<file path="src/rtl/gate_delay_pkg.sv">
// Shared types and reset constants for the gate delay meter.
// Optional min/max tracking is enabled by defining GATE_DELAY_MINMAX_EN.
package gate_delay_pkg;

   typedef enum logic [0:0] {
      IDLE    = 1'b0,
      MEASURE = 1'b1
   } state_e;

   typedef enum logic [0:0] {
      RISE = 1'b0,
      FALL = 1'b1
   } cls_e;

   // Wide constants; users cast them down to their counter width
   localparam logic [31:0] MIN_INIT = '1;
   localparam logic [31:0] MAX_INIT = '0;

endpackage

</file>
<file path="src/rtl/gate_delay_meter_if.sv">
// Stimulus/response and result bus of the gate delay meter.
// Min/max result signals exist only when GATE_DELAY_MINMAX_EN is defined.
interface gate_delay_meter_if #(
   parameter int unsigned CNT_W = 8
);
   logic             stim;
   logic             resp;
   logic             clr;
   logic             busy;
   logic [CNT_W-1:0] rise_dly;
   logic [CNT_W-1:0] fall_dly;
   logic             rise_vld;
   logic             fall_vld;
   logic             timeout;
   logic             abort;
`ifdef GATE_DELAY_MINMAX_EN
   logic [CNT_W-1:0] min_rise;
   logic [CNT_W-1:0] max_rise;
   logic [CNT_W-1:0] min_fall;
   logic [CNT_W-1:0] max_fall;

   modport master (
      output stim, resp, clr,
      input  busy, rise_dly, fall_dly, rise_vld, fall_vld, timeout, abort,
      input  min_rise, max_rise, min_fall, max_fall
   );

   modport slave (
      input  stim, resp, clr,
      output busy, rise_dly, fall_dly, rise_vld, fall_vld, timeout, abort,
      output min_rise, max_rise, min_fall, max_fall
   );
`else
   modport master (
      output stim, resp, clr,
      input  busy, rise_dly, fall_dly, rise_vld, fall_vld, timeout, abort
   );

   modport slave (
      input  stim, resp, clr,
      output busy, rise_dly, fall_dly, rise_vld, fall_vld, timeout, abort
   );
`endif
endinterface

</file>
<file path="src/rtl/gate_delay_edge.sv">
// Stimulus edge detector; the first cycle after reset only primes the history
// so a stim held high through reset never looks like an edge.
module gate_delay_edge #(
   parameter bit INVERT = 1'b0
) (
   input  logic clk,
   input  logic rst_n,
   input  logic stim_i,
   output logic stim_edge_c,
   output logic target_c
);

   logic stim_q;
   logic primed_q;

   always_ff @(posedge clk or negedge rst_n) begin
      if (!rst_n) begin
         stim_q   <= 1'b0;
         primed_q <= 1'b0;
      end else begin
         stim_q   <= stim_i;
         primed_q <= 1'b1;
      end
   end

   assign stim_edge_c = primed_q & (stim_i ^ stim_q);
   assign target_c    = stim_i ^ INVERT;

endmodule

</file>
<file path="src/rtl/gate_delay_meter.sv">
// Measures DUT rise/fall propagation delay in clock cycles from stim/resp.
// Define GATE_DELAY_MINMAX_EN to add running min/max per transition class.
module gate_delay_meter
   import gate_delay_pkg::*;
#(
   parameter int unsigned CNT_W   = 8,
   parameter int unsigned TIMEOUT = 200,
   parameter bit          INVERT  = 1'b0
) (
   input logic               clk,
   input logic               rst_n,
   gate_delay_meter_if.slave bus
);

   logic stim_edge_c;
   logic target_c;

   state_e           state_q,    state_d;
   logic [CNT_W-1:0] cnt_q,      cnt_d;
   logic             target_q,   target_d;
   logic [CNT_W-1:0] rise_dly_q, rise_dly_d;
   logic [CNT_W-1:0] fall_dly_q, fall_dly_d;
   logic             rise_vld_q, rise_vld_d;
   logic             fall_vld_q, fall_vld_d;
   logic             timeout_q,  timeout_d;
   logic             abort_q,    abort_d;
   logic             busy_q,     busy_d;
`ifdef GATE_DELAY_MINMAX_EN
   logic [CNT_W-1:0] min_rise_q, min_rise_d;
   logic [CNT_W-1:0] max_rise_q, max_rise_d;
   logic [CNT_W-1:0] min_fall_q, min_fall_d;
   logic [CNT_W-1:0] max_fall_q, max_fall_d;
`endif

   logic             pub_c;
   cls_e             pub_cls_c;
   logic [CNT_W-1:0] pub_val_c;

   gate_delay_edge #(
      .INVERT (INVERT)
   ) u_edge (
      .clk         (clk),
      .rst_n       (rst_n),
      .stim_i      (bus.stim),
      .stim_edge_c (stim_edge_c),
      .target_c    (target_c)
   );

   always_ff @(posedge clk or negedge rst_n) begin
      if (!rst_n) begin
         state_q    <= IDLE;
         cnt_q      <= '0;
         target_q   <= 1'b0;
         rise_dly_q <= '0;
         fall_dly_q <= '0;
         rise_vld_q <= 1'b0;
         fall_vld_q <= 1'b0;
         timeout_q  <= 1'b0;
         abort_q    <= 1'b0;
         busy_q     <= 1'b0;
`ifdef GATE_DELAY_MINMAX_EN
         min_rise_q <= CNT_W'(MIN_INIT);
         max_rise_q <= CNT_W'(MAX_INIT);
         min_fall_q <= CNT_W'(MIN_INIT);
         max_fall_q <= CNT_W'(MAX_INIT);
`endif
      end else begin
         state_q    <= state_d;
         cnt_q      <= cnt_d;
         target_q   <= target_d;
         rise_dly_q <= rise_dly_d;
         fall_dly_q <= fall_dly_d;
         rise_vld_q <= rise_vld_d;
         fall_vld_q <= fall_vld_d;
         timeout_q  <= timeout_d;
         abort_q    <= abort_d;
         busy_q     <= busy_d;
`ifdef GATE_DELAY_MINMAX_EN
         min_rise_q <= min_rise_d;
         max_rise_q <= max_rise_d;
         min_fall_q <= min_fall_d;
         max_fall_q <= max_fall_d;
`endif
      end
   end

   // Next state, counter and result update; clr dominates everything
   always_comb begin
      state_d    = state_q;
      cnt_d      = cnt_q;
      target_d   = target_q;
      rise_dly_d = rise_dly_q;
      fall_dly_d = fall_dly_q;
      rise_vld_d = 1'b0;
      fall_vld_d = 1'b0;
      timeout_d  = 1'b0;
      abort_d    = 1'b0;
      pub_c      = 1'b0;
      pub_cls_c  = RISE;
      pub_val_c  = '0;
`ifdef GATE_DELAY_MINMAX_EN
      min_rise_d = min_rise_q;
      max_rise_d = max_rise_q;
      min_fall_d = min_fall_q;
      max_fall_d = max_fall_q;
`endif

      if (bus.clr) begin
         state_d    = IDLE;
         cnt_d      = '0;
         rise_dly_d = '0;
         fall_dly_d = '0;
`ifdef GATE_DELAY_MINMAX_EN
         min_rise_d = CNT_W'(MIN_INIT);
         max_rise_d = CNT_W'(MAX_INIT);
         min_fall_d = CNT_W'(MIN_INIT);
         max_fall_d = CNT_W'(MAX_INIT);
`endif
      end else begin
         case (state_q)
            IDLE: begin
               if (stim_edge_c) begin
                  target_d = target_c;
                  if (bus.resp == target_c) begin
                     pub_c     = 1'b1;
                     pub_cls_c = target_c ? RISE : FALL;
                  end else begin
                     cnt_d   = CNT_W'(1);
                     state_d = MEASURE;
                  end
               end
            end
            MEASURE: begin
               if (stim_edge_c) begin
                  abort_d  = 1'b1;
                  target_d = target_c;
                  cnt_d    = CNT_W'(1);
                  if (bus.resp == target_c) begin
                     pub_c     = 1'b1;
                     pub_cls_c = target_c ? RISE : FALL;
                     state_d   = IDLE;
                  end
               end else if (bus.resp == target_q) begin
                  pub_c     = 1'b1;
                  pub_cls_c = target_q ? RISE : FALL;
                  pub_val_c = cnt_q;
                  state_d   = IDLE;
               end else if (cnt_q == CNT_W'(TIMEOUT)) begin
                  timeout_d = 1'b1;
                  state_d   = IDLE;
               end else begin
                  cnt_d = cnt_q + CNT_W'(1);
               end
            end
            default: state_d = IDLE;
         endcase
      end

      if (pub_c) begin
         if (pub_cls_c == RISE) begin
            rise_dly_d = pub_val_c;
            rise_vld_d = 1'b1;
`ifdef GATE_DELAY_MINMAX_EN
            if (pub_val_c < min_rise_q) min_rise_d = pub_val_c;
            if (pub_val_c > max_rise_q) max_rise_d = pub_val_c;
`endif
         end else begin
            fall_dly_d = pub_val_c;
            fall_vld_d = 1'b1;
`ifdef GATE_DELAY_MINMAX_EN
            if (pub_val_c < min_fall_q) min_fall_d = pub_val_c;
            if (pub_val_c > max_fall_q) max_fall_d = pub_val_c;
`endif
         end
      end

      busy_d = (state_d == MEASURE);
   end

   assign bus.busy     = busy_q;
   assign bus.rise_dly = rise_dly_q;
   assign bus.fall_dly = fall_dly_q;
   assign bus.rise_vld = rise_vld_q;
   assign bus.fall_vld = fall_vld_q;
   assign bus.timeout  = timeout_q;
   assign bus.abort    = abort_q;
`ifdef GATE_DELAY_MINMAX_EN
   assign bus.min_rise = min_rise_q;
   assign bus.max_rise = max_rise_q;
   assign bus.min_fall = min_fall_q;
   assign bus.max_fall = max_fall_q;
`endif

endmodule
</file>
<file path="src/flat_wrapper.sv">
// flat-port wrapper written by rule: the top's interface ports become plain ports
module gate_delay_meter_flat import gate_delay_pkg::*;
#(
   parameter int unsigned CNT_W   = 8,
   parameter int unsigned TIMEOUT = 200,
   parameter bit          INVERT  = 1'b0
)
  (clk, rst_n, bus_stim, bus_resp, bus_clr, bus_busy, bus_rise_dly, bus_fall_dly, bus_rise_vld, bus_fall_vld, bus_timeout, bus_abort);
  gate_delay_meter_if #(.CNT_W(CNT_W)) bus_i ();
  input logic clk;
  input logic rst_n;
  input wire logic [$bits(bus_i.stim)-1:0] bus_stim;
  input wire logic [$bits(bus_i.resp)-1:0] bus_resp;
  input wire logic [$bits(bus_i.clr)-1:0] bus_clr;
  output wire logic [$bits(bus_i.busy)-1:0] bus_busy;
  output wire logic [$bits(bus_i.rise_dly)-1:0] bus_rise_dly;
  output wire logic [$bits(bus_i.fall_dly)-1:0] bus_fall_dly;
  output wire logic [$bits(bus_i.rise_vld)-1:0] bus_rise_vld;
  output wire logic [$bits(bus_i.fall_vld)-1:0] bus_fall_vld;
  output wire logic [$bits(bus_i.timeout)-1:0] bus_timeout;
  output wire logic [$bits(bus_i.abort)-1:0] bus_abort;
  assign bus_i.stim = bus_stim;
  assign bus_i.resp = bus_resp;
  assign bus_i.clr = bus_clr;
  assign bus_busy = bus_i.busy;
  assign bus_rise_dly = bus_i.rise_dly;
  assign bus_fall_dly = bus_i.fall_dly;
  assign bus_rise_vld = bus_i.rise_vld;
  assign bus_fall_vld = bus_i.fall_vld;
  assign bus_timeout = bus_i.timeout;
  assign bus_abort = bus_i.abort;
  gate_delay_meter #(.CNT_W(CNT_W), .TIMEOUT(TIMEOUT), .INVERT(INVERT)) u_core (.clk(clk), .rst_n(rst_n), .bus(bus_i));
endmodule
</file>
<file path="config.mk">
export PLATFORM = sky130hd
export DESIGN_NAME = gate_delay_meter_flat
export DESIGN_NICKNAME = d
export VERILOG_FILES = /design/src/rtl/gate_delay_pkg.sv /design/src/rtl/gate_delay_meter_if.sv /design/src/rtl/gate_delay_edge.sv /design/src/rtl/gate_delay_meter.sv /design/src/flat_wrapper.sv
export SDC_FILE = /design/constraint.sdc
export NUM_CORES = 1
export LEC_CHECK = 0
export ABC_AREA = 1
export ABC_CLOCK_PERIOD_IN_PS = 1740
export BUFFER_PORTS_ARGS = -buffer_cell sky130_fd_sc_hd__buf_2
export CAP_MARGIN = 20
export CELL_PAD_IN_SITES_DETAIL_PLACEMENT = 1
export CELL_PAD_IN_SITES_GLOBAL_PLACEMENT = 1
export CORE_MARGIN = 4
export CORE_UTILIZATION = 41
export CTS_CLUSTER_SIZE = 24
export DETAILED_ROUTE_END_ITERATION = 16
export GPL_TIMING_DRIVEN = 1
export PLACE_DENSITY = 0.78
export RECOVER_POWER = 100
export SKIP_LAST_GASP = 1
export SYNTH_ARGS = -nofsm -noshare
export SYNTH_HDL_FRONTEND = slang
export SYNTH_HIERARCHICAL = 1
export SYNTH_SLANG_ARGS = --single-unit
</file>
<file path="constraint.sdc">
create_clock -name clk -period 1.74 [get_ports clk]
set_input_delay 0.087 -clock clk [delete_from_list [all_inputs] [get_ports clk]]
set_output_delay 0.087 -clock clk [all_outputs]
set_load 0.01 [all_outputs]
</file>
After elaboration in Yosys (flattened, before gate mapping)

Index checks and enable logic that the tools add are counted.

Register bits after elaboration: 32

Muxes and demuxes: 51
Reductions and logical operators: 2
Bitwise operators: 4
Equal/unequal tests: 7
Add/sub/neg operators: 1

Operators with widths:

| kind                                                   | number |
|---|---|
| two-way mux 8 bit                                      | 16 |
| two-way mux 1 bit                                      | 31 |
| case mux 8 bit (2 select lines)                        | 1 |
| adder 8 x 1 -> 8 bit (second input constant)           | 1 |
| equality test 8 bit (second input constant)            | 1 |
| inequality test 4 x 3 -> 1 bit (second input constant) | 2 |
| case mux 1 bit (2 select lines)                        | 3 |
| AND reduction 4 bit                                    | 1 |
| inequality test 3 x 2 -> 1 bit (second input constant) | 1 |
| inequality test 3 bit (second input constant)          | 1 |
| equality test 1 bit                                    | 2 |
| inverter 1 bit                                         | 2 |
| AND reduction 2 bit                                    | 1 |
| bitwise AND 1 bit                                      | 1 |
| XOR 1 bit                                              | 1 |

Logic depth before layout (Yosys ltp)

Depth after elaboration: 7
Mapped depth: 11

Cells and area by module

Netlist, hierarchy kept.

By module, submodules not included:

| module           | area each (sq um) | instances | cells an instance |
|---|---|---|---|
| gate_delay_meter | 1619.1            | 1         | 196 |
| gate_delay_edge  | 76.3              | 1         | 8 |

Least setup slack after synthesis

Ideal clock, no wire load.

Path type: register -> register
From: register u_core.u_edge.stim_q
To: register u_core.fall_dly_q[4] (netlist: u_core/bus.fall_dly[4])
Setup time: 0.118 ns
Stages on the path, launching flop included: 11
Data arrival time: 1.418 ns
Setup slack: 0.204 ns
Clock period less this slack: 1.536 ns
Cells stage by stage: dfrtp_1 -> nand2_1 -> nand2_1 -> nor2_1 -> inv_2 -> nor2_2 -> nand2_2 -> nand2_4 -> nand2_4 -> nand3_1 -> nand2_1

Cells in the longest elaborated chain, start to end: 7

Ends and longest elaborated chain:

| what                                                                 | RTL line                | source |
|---|---|---|
| start: declaration                                                   | gate_delay_edge.sv:13   | `logic stim_q;` |
| start signal: assignment                                             | gate_delay_edge.sv:21   | `stim_q <= stim_i;` |
| XOR 1 bit *                                                          | gate_delay_edge.sv:26   | `assign stim_edge_c = primed_q & (stim_i ^ stim_q);` |
| bitwise AND 1 bit *                                                  | gate_delay_edge.sv:26   |  |
| net u_core.stim_edge_c                                               | gate_delay_meter.sv:15  | `logic stim_edge_c;` |
| two-way mux 1 bit (tied with other cells)                            | gate_delay_meter.sv:134 | `if (stim_edge_c) begin` |
| case mux 1 bit (2 select lines) or two-way mux 8 bit (tied branches) | gate_delay_meter.sv:120 | `case (state_q)` |
| two-way mux 1 bit or two-way mux 8 bit (tied branches)               | gate_delay_meter.sv:108 | `if (bus.clr) begin` |
| two-way mux 8 bit                                                    | gate_delay_meter.sv:160 | `if (pub_cls_c == RISE) begin` |
| two-way mux 8 bit *                                                  | gate_delay_meter.sv:159 | `if (pub_c) begin` |
| net u_core.fall_dly_d[4]                                             | gate_delay_meter.sv:22  | `logic [CNT_W-1:0] fall_dly_q, fall_dly_d;` |
| end signal: assignment                                               | gate_delay_meter.sv:72  | `fall_dly_q <= fall_dly_d;` |
| end: declaration                                                     | gate_delay_meter.sv:22  |  |

Mark *: on every way through the listed nets, which the timed path passes. The rest lies on a longest branch.
A chain may end at the register's enable or synchronous reset.

Final worst setup path

From: register u_core.cnt_q[0]
To: register u_core.cnt_q[6]

Cells in the longest elaborated chain, start to end: 6

Ends and longest elaborated chain:

| what                            | RTL line                | source |
|---|---|---|
| start: declaration              | gate_delay_meter.sv:19  | `logic [CNT_W-1:0] cnt_q, cnt_d;` |
| start signal: assignment        | gate_delay_meter.sv:69  | `cnt_q <= cnt_d;` |
| adder 8 x 1 -> 8 bit            | gate_delay_meter.sv:152 | `cnt_d = cnt_q + CNT_W'(1);` |
| two-way mux 8 bit               | gate_delay_meter.sv:148 | `end else if (cnt_q == CNT_W'(TIMEOUT)) begin` |
| two-way mux 8 bit               | gate_delay_meter.sv:143 | `end else if (bus.resp == target_q) begin` |
| two-way mux 8 bit               | gate_delay_meter.sv:134 |  |
| case mux 8 bit (2 select lines) | gate_delay_meter.sv:120 |  |
| two-way mux 8 bit               | gate_delay_meter.sv:108 |  |

Several ways; a longest one is shown, not always the timed one. The select of a mux whose other input is x is not followed.

==> flow_summary_export.csv <==
group,metric,value,unit
synth,netlist_instances,204,
setup_path,cp_data_required_time,1.92,ns
grt,number_of_global_route_vias_before_repair,1466,
floorplan,core_region_area,4000,sq um
timing,final.setup.worst_slack,0.125,ns
synth,most_instantiated_flip_flop_cell_in_the_synthesis_netlist,"dfrtp_1",
final_layout,regArea,801,sq um
final_layout,nFillCells,511,
final_layout,design.final.nets,247,
grt,grt_pass1_wl,6.98,mm
route,drt-wirelength-per-cell,14.7,um
final_layout,syn_to_final_growth,19.3,%
synth,avgSynthCellArea,8.31,sq um
place,dp_hpwl,2.86,mm
timing,maxSlewViolCount,0,
synth,postSynthRegisterBits,32,
route,first_iter_violations,82,
floorplan,dieHeight,72.3,um
hold_path,holdCritPathClass,"input port to flip-flop",
synth,synth_most_common_cell,"nand2_1",
grt,grt_antenna_before_repair,0,
timing,relSlewSlack,45.9,%
floorplan,floorplan.io_pins,26,
timing,worstMarginPinSlew,0.811,ns
timing,fin_crit,1.62,ns
setup_path,crit_arrival,1.79,ns
floorplan,rows,23,
setup_path,critical_path.startpoint,"u_core/cnt_q[0]",
power,power.density_cell_area,821,nW/um^2
clock_tree,numCtsBuffers,5,
setup_path,crit-reg2reg-launch,"u_core/cnt_q[0]",
synth,synth-edff-count,0,
grt,largest_net_degree_at_the_start_of_global_routing,33,
timing,report.final.hold_viol_count,0,
clock_tree,htree_num_levels,2,
clock_tree,tritoncts_num_sinks,32,
hold_path,holdPathStages,4,
setup_path,cp_max_fo,8,
synth,yosys_warnings,6,
route,route.final.wire_length,4.24,mm
place,portBuffers,25,
synth,yosysSeqAreaShare,47.2,%
synth,post_synth_main_area_contributors,"dfrtp_1, nand2_1, nand3_1",
setup_path,worst_setup_path_end_kind,"flip-flop",
setup_path,reg2reg_to,"u_core/cnt_q[6]",
timing,skew,0.00631,ns
timing,achievable-frequency,619,MHz
place,post-place-ws,0.162,ns
floorplan,initial_utilization,42.4,%
final_layout,fin_util,50.5,%
setup_path,critical_path_class,"flip-flop to flip-flop",
synth,ys_types,23,
power,ir_drop,0.000423,V
grt,global_route.usage.total,17.3,%
clock_tree,cts_tree,"yes",
setup_path,start_kind,"flip-flop",
floorplan,die_area,5230,sq um
power,p_leak,1.02,nW
status,status,"finished clean",
synth,synth_async_sr_flop_share,100,%
final_layout,multiInputGateArea,802,sq um
flow_run,timing.max_cap.violations,0,
clock_tree,clockRootBuffer,"clkbuf_8",
route,detail-route-antenna-nets,0,
timing,fin_crit_sh,92.8,%
synth,synthesis.nets,213,
clock_tree,clockBufferDepth,2,
synth,synth_top_area_cell,"dfrtp_1",
synth,yosysTopAreaCellShare,47.2,%
timing,finalSetupViolCount,0,
setup_path,r2r.worst_path.cells,9,
final_layout,share_of_cells_above_drive_strength_1,23.0,%
route,first_pass_iters,5,
synth,netlist_area,1700,sq um
setup_path,regToRegSetupSlack,0.12,ns
clock_tree,clock_latency,0.28,ns
grt,grt_overflow,0,
final_layout,num_antenna_cells,0,
route,route.vias.total,1443,
synth,synthTopCellsByCount,"nand2_1, nand3_1, dfrtp_1",
setup_path,crit_path_end,"u_core/cnt_q[6]",
clock_tree,cts.reportedPaths.clkPinSlew,0.07,ns
floorplan,die_w,72.3,um
route,avgViaCountPerCell,4.99,
route,drt_drc_violations_left,0,
place,routabilityCongestion,0.821,
-- sequential cells by signal, indices dropped and copies added (netlist names) --
| signal | flops |
|---|---|
| u_core/bus.abort | 1 |
| u_core/bus.busy | 1 |
| u_core/bus.fall_dly | 8 |
| u_core/bus.fall_vld | 1 |
| u_core/bus.rise_dly | 8 |
| u_core/bus.rise_vld | 1 |
| u_core/bus.timeout | 1 |
| u_core/cnt_q | 8 |
| u_core/target_q | 1 |
| u_core/u_edge/primed_q | 1 |
| u_core/u_edge/stim_q | 1 |
-- timing repair --
item / CTS / global route
hold endpoints to repair: 33 / 0
resized for setup: 0 / 10
hold buffers: 2 / 0
buffers inserted: 0 / 0
setup endpoints to repair: 0 / 22
-- kinds of logic (layout without fill, tap and decap cells) --
family          after synthesis  after routing  share of synthesized area [%]
simple gates                126            127                           36.1
flops                        32             32                           47.2
buf+inv                      28             62                           7.97
compound gates               13             13                           5.54
fa+ha+maj                     4              4                           2.95
other cells                   1              1                          0.221
-- worst min path at each step --
stage,from,endpoint,slack (ns)
after floorplan,rst_n,u_core/bus.abort,-0.21
after global placement,rst_n,u_core/bus.fall_vld,0.17
after detailed placement,rst_n,u_core/bus.fall_dly[0],0.19
after CTS,bus_clr,u_core/bus.busy,0.17
after global routing,bus_clr,u_core/target_q,0.21
final,bus_clr,u_core/target_q,0.18
-- layer usage --
metal  part of all wire, %  vias to the layer above  track usage (%)
met3                   5.2                        5             4.29
li1                      -                      724                -
met2                    49                       29             28.9
met1                    45                      685             22.4
met5                     0                        -                0
met4                   1.1                        0             4.38
-- final cells by class --
class	count	area share (%)
clock buffers	6	3.59
clock inverters	2	1.73
inverters	21	4.21
multi-input cells	145	39.7
flip-flops and latches	32	39.6
well taps	50	3.09
repair buffers	32	7.74
repair inverters	1	0.371
-- metrics by stage --
step	instances	hold WS (ns)	total power [W]	area (sq um)	setup TNS, ns
global placement	277	0.172	0.000946	1860	0
floorplan	204	-0.209	0.000907	1700	0
finish	289	0.181	0.00166	2020	0
CTS	287	0.166	0.00166	1990	0
detailed placement	277	0.186	0.000954	1860	0
global route	289	0.209	0.00174	2020	-0.00981
-- power by group --
group / internal [W] / leakage (nW) / switching [W]
logic: 0.0000565 / 0.528 / 0.000138
registers: 0.000759 / 0.438 / 0.00000960
clock network: 0.000425 / 0.0552 / 0.000272
-- cell usage in the layout, fill, tap and decap left out --
master         instances
nand2_1               53
o21ai_0                3
nand2_8                1
o21ai_2                7
nand2_2               10
clkinv_2               1
nand4_1                1
o31ai_1                1
nor2_2                 7
nor2_4                 2
nand3_2                1
inv_1                 17
bufinv_16              1
nand3_1               35
dfrtp_1               32
nor2_1                11
nand2_4                5
buf_4                  5
buf_2                  3
inv_4                  1
ha_1                   4
clkbuf_1              22
clkbuf_2               1
clkinvlp_4             2
conb_1                 1
nand3_4                1
inv_2                  2
a21oi_1                2
dlygate4sd3_1          2
clkbuf_8               5
-- worst max-delay path, stage by stage (launching register included) --
cell and delay [ns]:
dfrtp_1 0.41, inv_1 0.17, ha_1 0.17, nand2_1 0.06, nor2_2 0.15, nand3_2 0.21
nand2_8 0.17, inv_1 0.06, nand2_1 0.07, nand2_2 0.04
Note: power is estimated with default switching activity, not from simulation.
